--- config.mk ---
export PLATFORM = sky130hd
export DESIGN_NAME = dac_spi_tx
export DESIGN_NICKNAME = d
export VERILOG_FILES = /design/src/rtl/dac82002_pkg.sv /design/src/rtl/sample_fifo.sv /design/src/rtl/dac_spi_tx.sv
export SDC_FILE = /design/constraint.sdc
export NUM_CORES = 1
export LEC_CHECK = 0
export CORE_ASPECT_RATIO = 1.75
export CORE_MARGIN = 10
export CORE_UTILIZATION = 50
export DETAILED_ROUTE_END_ITERATION = 8
export PLACE_DENSITY_LB_ADDON = 0.2
export SLEW_MARGIN = 0
export SYNTH_ARGS = -nofsm -noshare
export SYNTH_HDL_FRONTEND = slang
export SYNTH_SLANG_ARGS = --single-unit
--- constraint.sdc ---
create_clock -name mck_i -period 2.9 [get_ports mck_i]
set_clock_uncertainty 0.2 [all_clocks]
set_input_delay 0.435 -clock mck_i [delete_from_list [all_inputs] [get_ports mck_i]]
set_output_delay 0.435 -clock mck_i [all_outputs]
set_load 0.005 [all_outputs]
--- src/rtl/dac82002_pkg.sv ---
// Shared constants, FSM state type and frame builder for the DAC82002 serial transmitter.
package dac82002_pkg;

  localparam int FRAME_W  = 24;
  localparam int SAMPLE_W = 16;

  localparam logic [7:0] CMD_DAC_A = 8'h08;
  localparam logic [7:0] CMD_DAC_B = 8'h09;

  typedef enum logic [1:0] {
    ST_IDLE  = 2'd0,
    ST_SHIFT = 2'd1,
    ST_GAP   = 2'd2
  } dac_state_t;

  function automatic logic [FRAME_W-1:0] build_frame(input logic chan,
                                                      input logic [SAMPLE_W-1:0] code);
    return {(chan ? CMD_DAC_B : CMD_DAC_A), code};
  endfunction

endpackage

--- src/rtl/sample_fifo.sv ---
// Synchronous FIFO holding {chan, code} entries; the write side stays closed until the first edge after reset.
module sample_fifo #(
  parameter int W     = 17,
  parameter int DEPTH = 4
) (
  input  logic         i_clk,
  input  logic         i_rst_n,
  input  logic         i_wr_valid,
  output logic         o_wr_ready,
  input  logic [W-1:0] i_wr_data,
  input  logic         i_rd,
  output logic [W-1:0] o_rd_data,
  output logic         o_empty
);

  localparam int AW = (DEPTH > 1) ? $clog2(DEPTH) : 1;
  localparam int CW = AW + 1;

  logic [W-1:0]  r_mem [DEPTH];
  logic [AW-1:0] r_wr_ptr;
  logic [AW-1:0] r_rd_ptr;
  logic [CW-1:0] r_cnt;
  logic          r_en;

  logic w_full;
  logic w_push;
  logic w_pop;

  // A full FIFO refuses writes even when a read frees a slot in the same cycle.
  assign w_full     = (r_cnt == CW'(DEPTH));
  assign o_empty    = (r_cnt == '0);
  assign o_wr_ready = r_en & ~w_full;
  assign w_push     = i_wr_valid & o_wr_ready;
  assign w_pop      = i_rd & ~o_empty;
  assign o_rd_data  = r_mem[r_rd_ptr];

  always_ff @(posedge i_clk or negedge i_rst_n) begin
    if (!i_rst_n) begin
      r_en     <= 1'b0;
      r_wr_ptr <= '0;
      r_rd_ptr <= '0;
      r_cnt    <= '0;
    end else begin
      r_en <= 1'b1;
      if (w_push) r_wr_ptr <= r_wr_ptr + 1'b1;
      if (w_pop)  r_rd_ptr <= r_rd_ptr + 1'b1;
      case ({w_push, w_pop})
        2'b10:   r_cnt <= r_cnt + 1'b1;
        2'b01:   r_cnt <= r_cnt - 1'b1;
        default: r_cnt <= r_cnt;
      endcase
    end
  end

  always_ff @(posedge i_clk) begin
    if (w_push) r_mem[r_wr_ptr] <= i_wr_data;
  end

endmodule

--- src/rtl/dac_spi_tx.sv ---
// DAC82002 24-bit serial frame transmitter fed by a sample FIFO.
// Define DAC_SPI_TX_OFFSET_BIN_EN to send samples as offset binary (MSB inverted).
module dac_spi_tx
  import dac82002_pkg::*;
#(
  parameter int CLK_DIV    = 2,
  parameter int FIFO_DEPTH = 4
) (
  input  logic                mck_i,
  input  logic                rst_i,
  input  logic                s_valid_i,
  output logic                s_ready_o,
  input  logic                s_chan_i,
  input  logic [SAMPLE_W-1:0] s_data_i,
  output logic                sclk_o,
  output logic                sync_o,
  output logic                sdo_o,
  output logic                busy_o,
  output logic                frame_done_o,
  output dac_state_t          dbg_state_o
);

  localparam logic [7:0] DIV_LAST      = 8'(CLK_DIV - 1);
  localparam logic [7:0] GAP_TAIL_LAST = (CLK_DIV > 1) ? 8'(CLK_DIV - 2) : 8'd0;
  localparam bit         GAP_ONE_HALF  = (CLK_DIV == 1);
  localparam logic [4:0] BIT_LAST      = 5'd23;

  dac_state_t           r_state;
  logic [FRAME_W-1:0]   r_frame;
  logic [4:0]           r_bit;
  logic [7:0]           r_div;
  logic                 r_sclk;
  logic                 r_sync;
  logic                 r_sdo;
  logic                 r_done;

  logic [SAMPLE_W-1:0]  w_code;
  logic [SAMPLE_W:0]    w_rd_data;
  logic                 w_empty;
  logic                 w_pop;

`ifdef DAC_SPI_TX_OFFSET_BIN_EN
  assign w_code = {~s_data_i[SAMPLE_W-1], s_data_i[SAMPLE_W-2:0]};
`else
  assign w_code = s_data_i;
`endif

  assign w_pop = (r_state == ST_IDLE) && !w_empty;

  sample_fifo #(
    .W     (SAMPLE_W + 1),
    .DEPTH (FIFO_DEPTH)
  ) u_fifo (
    .i_clk      (mck_i),
    .i_rst_n    (rst_i),
    .i_wr_valid (s_valid_i),
    .o_wr_ready (s_ready_o),
    .i_wr_data  ({s_chan_i, w_code}),
    .i_rd       (w_pop),
    .o_rd_data  (w_rd_data),
    .o_empty    (w_empty)
  );

  always_ff @(posedge mck_i or negedge rst_i) begin
    if (!rst_i) begin
      r_state <= ST_IDLE;
      r_frame <= '0;
      r_bit   <= '0;
      r_div   <= '0;
      r_sclk  <= 1'b1;
      r_sync  <= 1'b1;
      r_sdo   <= 1'b0;
      r_done  <= 1'b0;
    end else begin
      r_done <= 1'b0;
      case (r_state)
        ST_IDLE: begin
          if (!w_empty) begin
            r_frame <= build_frame(w_rd_data[SAMPLE_W], w_rd_data[SAMPLE_W-1:0]);
            r_bit   <= '0;
            r_div   <= '0;
            r_state <= ST_SHIFT;
          end
        end
        ST_SHIFT: begin
          // sync still high marks the first SHIFT cycle: open the frame with bit 23.
          if (r_sync) begin
            r_sync  <= 1'b0;
            r_sclk  <= 1'b1;
            r_sdo   <= r_frame[FRAME_W-1];
            r_frame <= {r_frame[FRAME_W-2:0], 1'b0};
            r_div   <= '0;
          end else if (r_div != DIV_LAST) begin
            r_div <= r_div + 8'd1;
          end else begin
            r_div <= '0;
            if (r_sclk) begin
              r_sclk <= 1'b0;
            end else if (r_bit == BIT_LAST) begin
              r_sync  <= 1'b1;
              r_sclk  <= 1'b1;
              r_sdo   <= 1'b0;
              r_done  <= 1'b1;
              r_bit   <= '0;
              r_state <= ST_GAP;
            end else begin
              r_bit   <= r_bit + 5'd1;
              r_sclk  <= 1'b1;
              r_sdo   <= r_frame[FRAME_W-1];
              r_frame <= {r_frame[FRAME_W-2:0], 1'b0};
            end
          end
        end
        ST_GAP: begin
          // Two half-periods, the second one cycle short: the IDLE pop cycle completes the gap.
          if (r_div != (r_bit[0] ? GAP_TAIL_LAST : DIV_LAST)) begin
            r_div <= r_div + 8'd1;
          end else if (r_bit[0] || GAP_ONE_HALF) begin
            r_div   <= '0;
            r_bit   <= '0;
            r_state <= ST_IDLE;
          end else begin
            r_div <= '0;
            r_bit <= 5'd1;
          end
        end
        default: r_state <= ST_IDLE;
      endcase
    end
  end

  assign sclk_o       = r_sclk;
  assign sync_o       = r_sync;
  assign sdo_o        = r_sdo;
  assign frame_done_o = r_done;
  assign busy_o       = (r_state != ST_IDLE);
  assign dbg_state_o  = r_state;

endmodule

==> parameters.txt <==
Parameter                              Value

Outcome
  Run status    finished clean

Critical path
  Number of buffer and inverter instances along the worst setup path    0
  Required time at the endpoint of the critical path    3.05 ns
  Largest stage delay on the critical path    0.57 ns
  Worst path arrival time    2.86 ns
  Crit end category    flop
  Critical path fanouts, max    9
  Reg-to-reg setup timing slack    0.19 ns
  Crit Path Category    reg -> reg
  Critical Path Source Type    flop
  Cell breakdown of the critical path    or4_4, o41a_1, or3_1, or4_1, nand2_1
  Cell family contributing the most delay on the critical path    simple AND/OR/NAND/NOR gates
  Cell at the slowest stage of the critical path    or4_4

Placed design
  Final Wtd Congestion    0.804
  Half-perimeter wire length after detailed placement    6290 µm
  Post-placement cell count    between 500 and 600
  Number of buffers added on ports    27

Floorplanning
  Starting density of the core    0.515
  Horiz. Die Dim    just under 100 µm
  Core Region    9970 µm²
  Die H    154 µm
  Die ar.    14900 µm²
  Number of core rows    48
  IO Count    28

Clock tree
  Latest clock arrival within the worst-skew pair    between 0.4 and 0.5 ns
  Root buffer selected by CTS    clkbuf_16
  Register clock-pin slew on the reported worst setup and hold paths    0.05 ns
  TritonCTS clock tree    yes
  CTS H-tree depth    4
  Clock tree sinks    between 100 and 150
  Number of buffers created by CTS    17
  Maximum buffer depth of the clock tree    2

Timing
  Slew headroom    0.431
  Final clock period utilization by the worst path    0.935
  Setup TNS    0 ns
  Slew at the pin closest to its max-slew limit    about 0.85 ns
  RSZ-0062 raised after global routing    false
  Final Hold Viols    0
  Slew Limit Fails    0
  Time the worst path needs with I/O delays and setup    2.71 ns
  Fmax    369 MHz
  Final setup violation count    0

GRT
  Total overflow reported by the global router    0
  Pin count of the biggest net entering global routing    48
  Number of antenna violations at the first check in global routing    0
  Total track usage    0.140
  Vias in the first global route    approximately 3200
  Global-route wire length before repair    15900 µm

Finish
  Highest-count cells in the layout ignoring fill and taps    edfxtp_1, dfrtp_1, nor2_1
  Relative area change from synthesis to final layout    20.9%
  Non-filler cells in the finished layout    552
  Share of post-route cells with drive strength above 1    0.173
  Antenna diode count    0
  Most common library cell in the layout ignoring fill and taps    edfxtp_1
  Fillers    810
  Post-layout net count    447

Power and ir drop
  Total power per unit cell area    1010 nW/µm²
  Worst vdd ir    ~0.5 mV
  Leakage Power    0.00240 µW

Routing
  Number of antenna-violating nets in the routed design    0
  Detailed Route WL    9430 µm
  Routed wire length per instance    17.1 µm
  Pre-antenna DRT Iters    4
  DRC    0
  Total number of vias    3047
  Per-cell via count in the routed design    5.52
  DRT iter0 DRCs    212

Yosys
  Post-Syn Nets    400
  Mean instance size in the synthesized netlist    14.0 µm²
  Synthesized flop and latch total    119
  Asr flop ratio synth    0.429
  Post-Syn Area    5130 µm²
  Number of warnings printed during yosys synthesis    0
  Sequential area share after synthesis    0.647
  EDFF count, synth    between 60 and 70
  Ys flop type    edfxtp_1
  Yosys cell types    51
  Gate Count Post-Synth    367

Worst hold path
  Worst min path class    reg -> reg

Job
  Maximum Capacitance Violations    0
==> through the flow <==
step	cell area (µm²)	setup WS [ns]	hold slack (ns)	power (µW)	utilization
global route	6200	0.112	0.309	6690	0.622
global placement	5630	0.241	0.231	4330	0.565
finish	6200	0.188	0.288	6280	0.622
detailed placement	5630	0.201	0.228	4380	0.565
floorplan	5130	0.320	-0.0606	3790	-
CTS	6200	0.187	0.299	6360	0.622
==> synth_stat cells, types with 2 or more instances <==
cell type | number | area, µm²
nor4b_1 | 2 | 17.5
nor2_1 | 27 | 101
nand3_1 | 12 | 60.1
nand2_1 | 18 | 67.6
buf_1 | 3 | 11.3
or3_1 | 4 | 25.0
xnor2_1 | 5 | 43.8
xor2_1 | 2 | 17.5
buf_2 | 2 | 10.0
inv_1 | 15 | 56.3
o21ai_0 | 18 | 90.1
or4_1 | 3 | 22.5
o31ai_1 | 2 | 15.0
nand2b_1 | 3 | 18.8
o2bb2ai_1 | 2 | 17.5
ha_1 | 12 | 150
nor3_1 | 2 | 10.0
edfxtp_1 | 68 | 2040
a21o_1 | 4 | 30.0
and3_1 | 7 | 43.8
nor4_1 | 3 | 18.8
and2_1 | 2 | 12.5
a31oi_1 | 4 | 25.0
dfrtp_1 | 49 | 1230
nor2b_1 | 3 | 18.8
mux2i_1 | 19 | 190
nand4b_1 | 2 | 17.5
clkbuf_1 | 12 | 45.0
dfstp_2 | 2 | 52.6
a41oi_1 | 2 | 17.5
mux4_2 | 17 | 383
a21oi_1 | 22 | 110
==> state kept, by name, summed over array words and instances, names as in the netlist, 2 cells and up <==
register / count
u_fifo.r_cnt: 3
r_bit: 5
u_fifo.r_rd_ptr: 2
dbg_state_o: 2
u_fifo.r_mem: 68
r_frame: 24
u_fifo.r_wr_ptr: 2
r_div: 8
==> worst register-to-register path, cell delays in order, from the launching register on <==
cell and delay (ns):
dfrtp_1 0.43, or4_4 0.57, o41a_1 0.43, or3_1 0.50, or4_1 0.44, nand2_1 0.07
==> per-layer routing <==
layer,up-vias,routed length [µm],GRT usage
met3,23,364,0.0434
met5,-,0,0
met4,0,250,0.0695
li1,1475,-,-
met2,48,5000,0.229
met1,1501,3820,0.157
==> cells by family after synthesis <==
group,after synthesis,synth area share
xor gates and xnor gates,7,0.0120
and+or+nand+nor,93,0.0927
DFF,119,0.647
buffers and inverters,33,0.0246
other,1,0.000731
adders and majority gates,13,0.0332
muxes,37,0.114
AOI/OAI and AO/OA,64,0.0756
==> timing repair <==
action	in CTS	in global routing
setup buffers	0	0
hold buffers	1	0
hold endpoints to repair	19	0
gates resized for setup	0	0
==> cell type report <==
type                       count  area (µm²)  share of cell area
sequential                   119        3320               0.535
multi-input combinational    215        1690               0.272
clock buffer                  21         460              0.0742
timing repair buffer          45         415              0.0670
tap                          125         156              0.0252
clock inverter                11         104              0.0167
inverter                      16        60.1             0.00968
==> path summary, 6_finish.rpt <==
path	start	endpoint	cells after the start
min in group asynchronous	rst_i	r_frame[3]	2
worst max-delay path	r_div[2]	r_bit[3]	5
worst min register to register	sdo_o	sdo_o	1
max in group asynchronous	rst_i	sync_o	3
worst max register to register	r_div[2]	r_bit[3]	5
worst min-delay path	sdo_o	sdo_o	1
==> power breakdown <==
| group | total [µW] | internal (µW) | switching [µW] |
|---|---|---|---|
| Combinational | 1910 | 909 | 997 |
| Clock | 1960 | 1220 | 741 |
| Sequential | 2410 | 2160 | 250 |
| Total | 6280 | 4290 | 1990 |
Note: power is estimated with default switching activity, not from simulation.
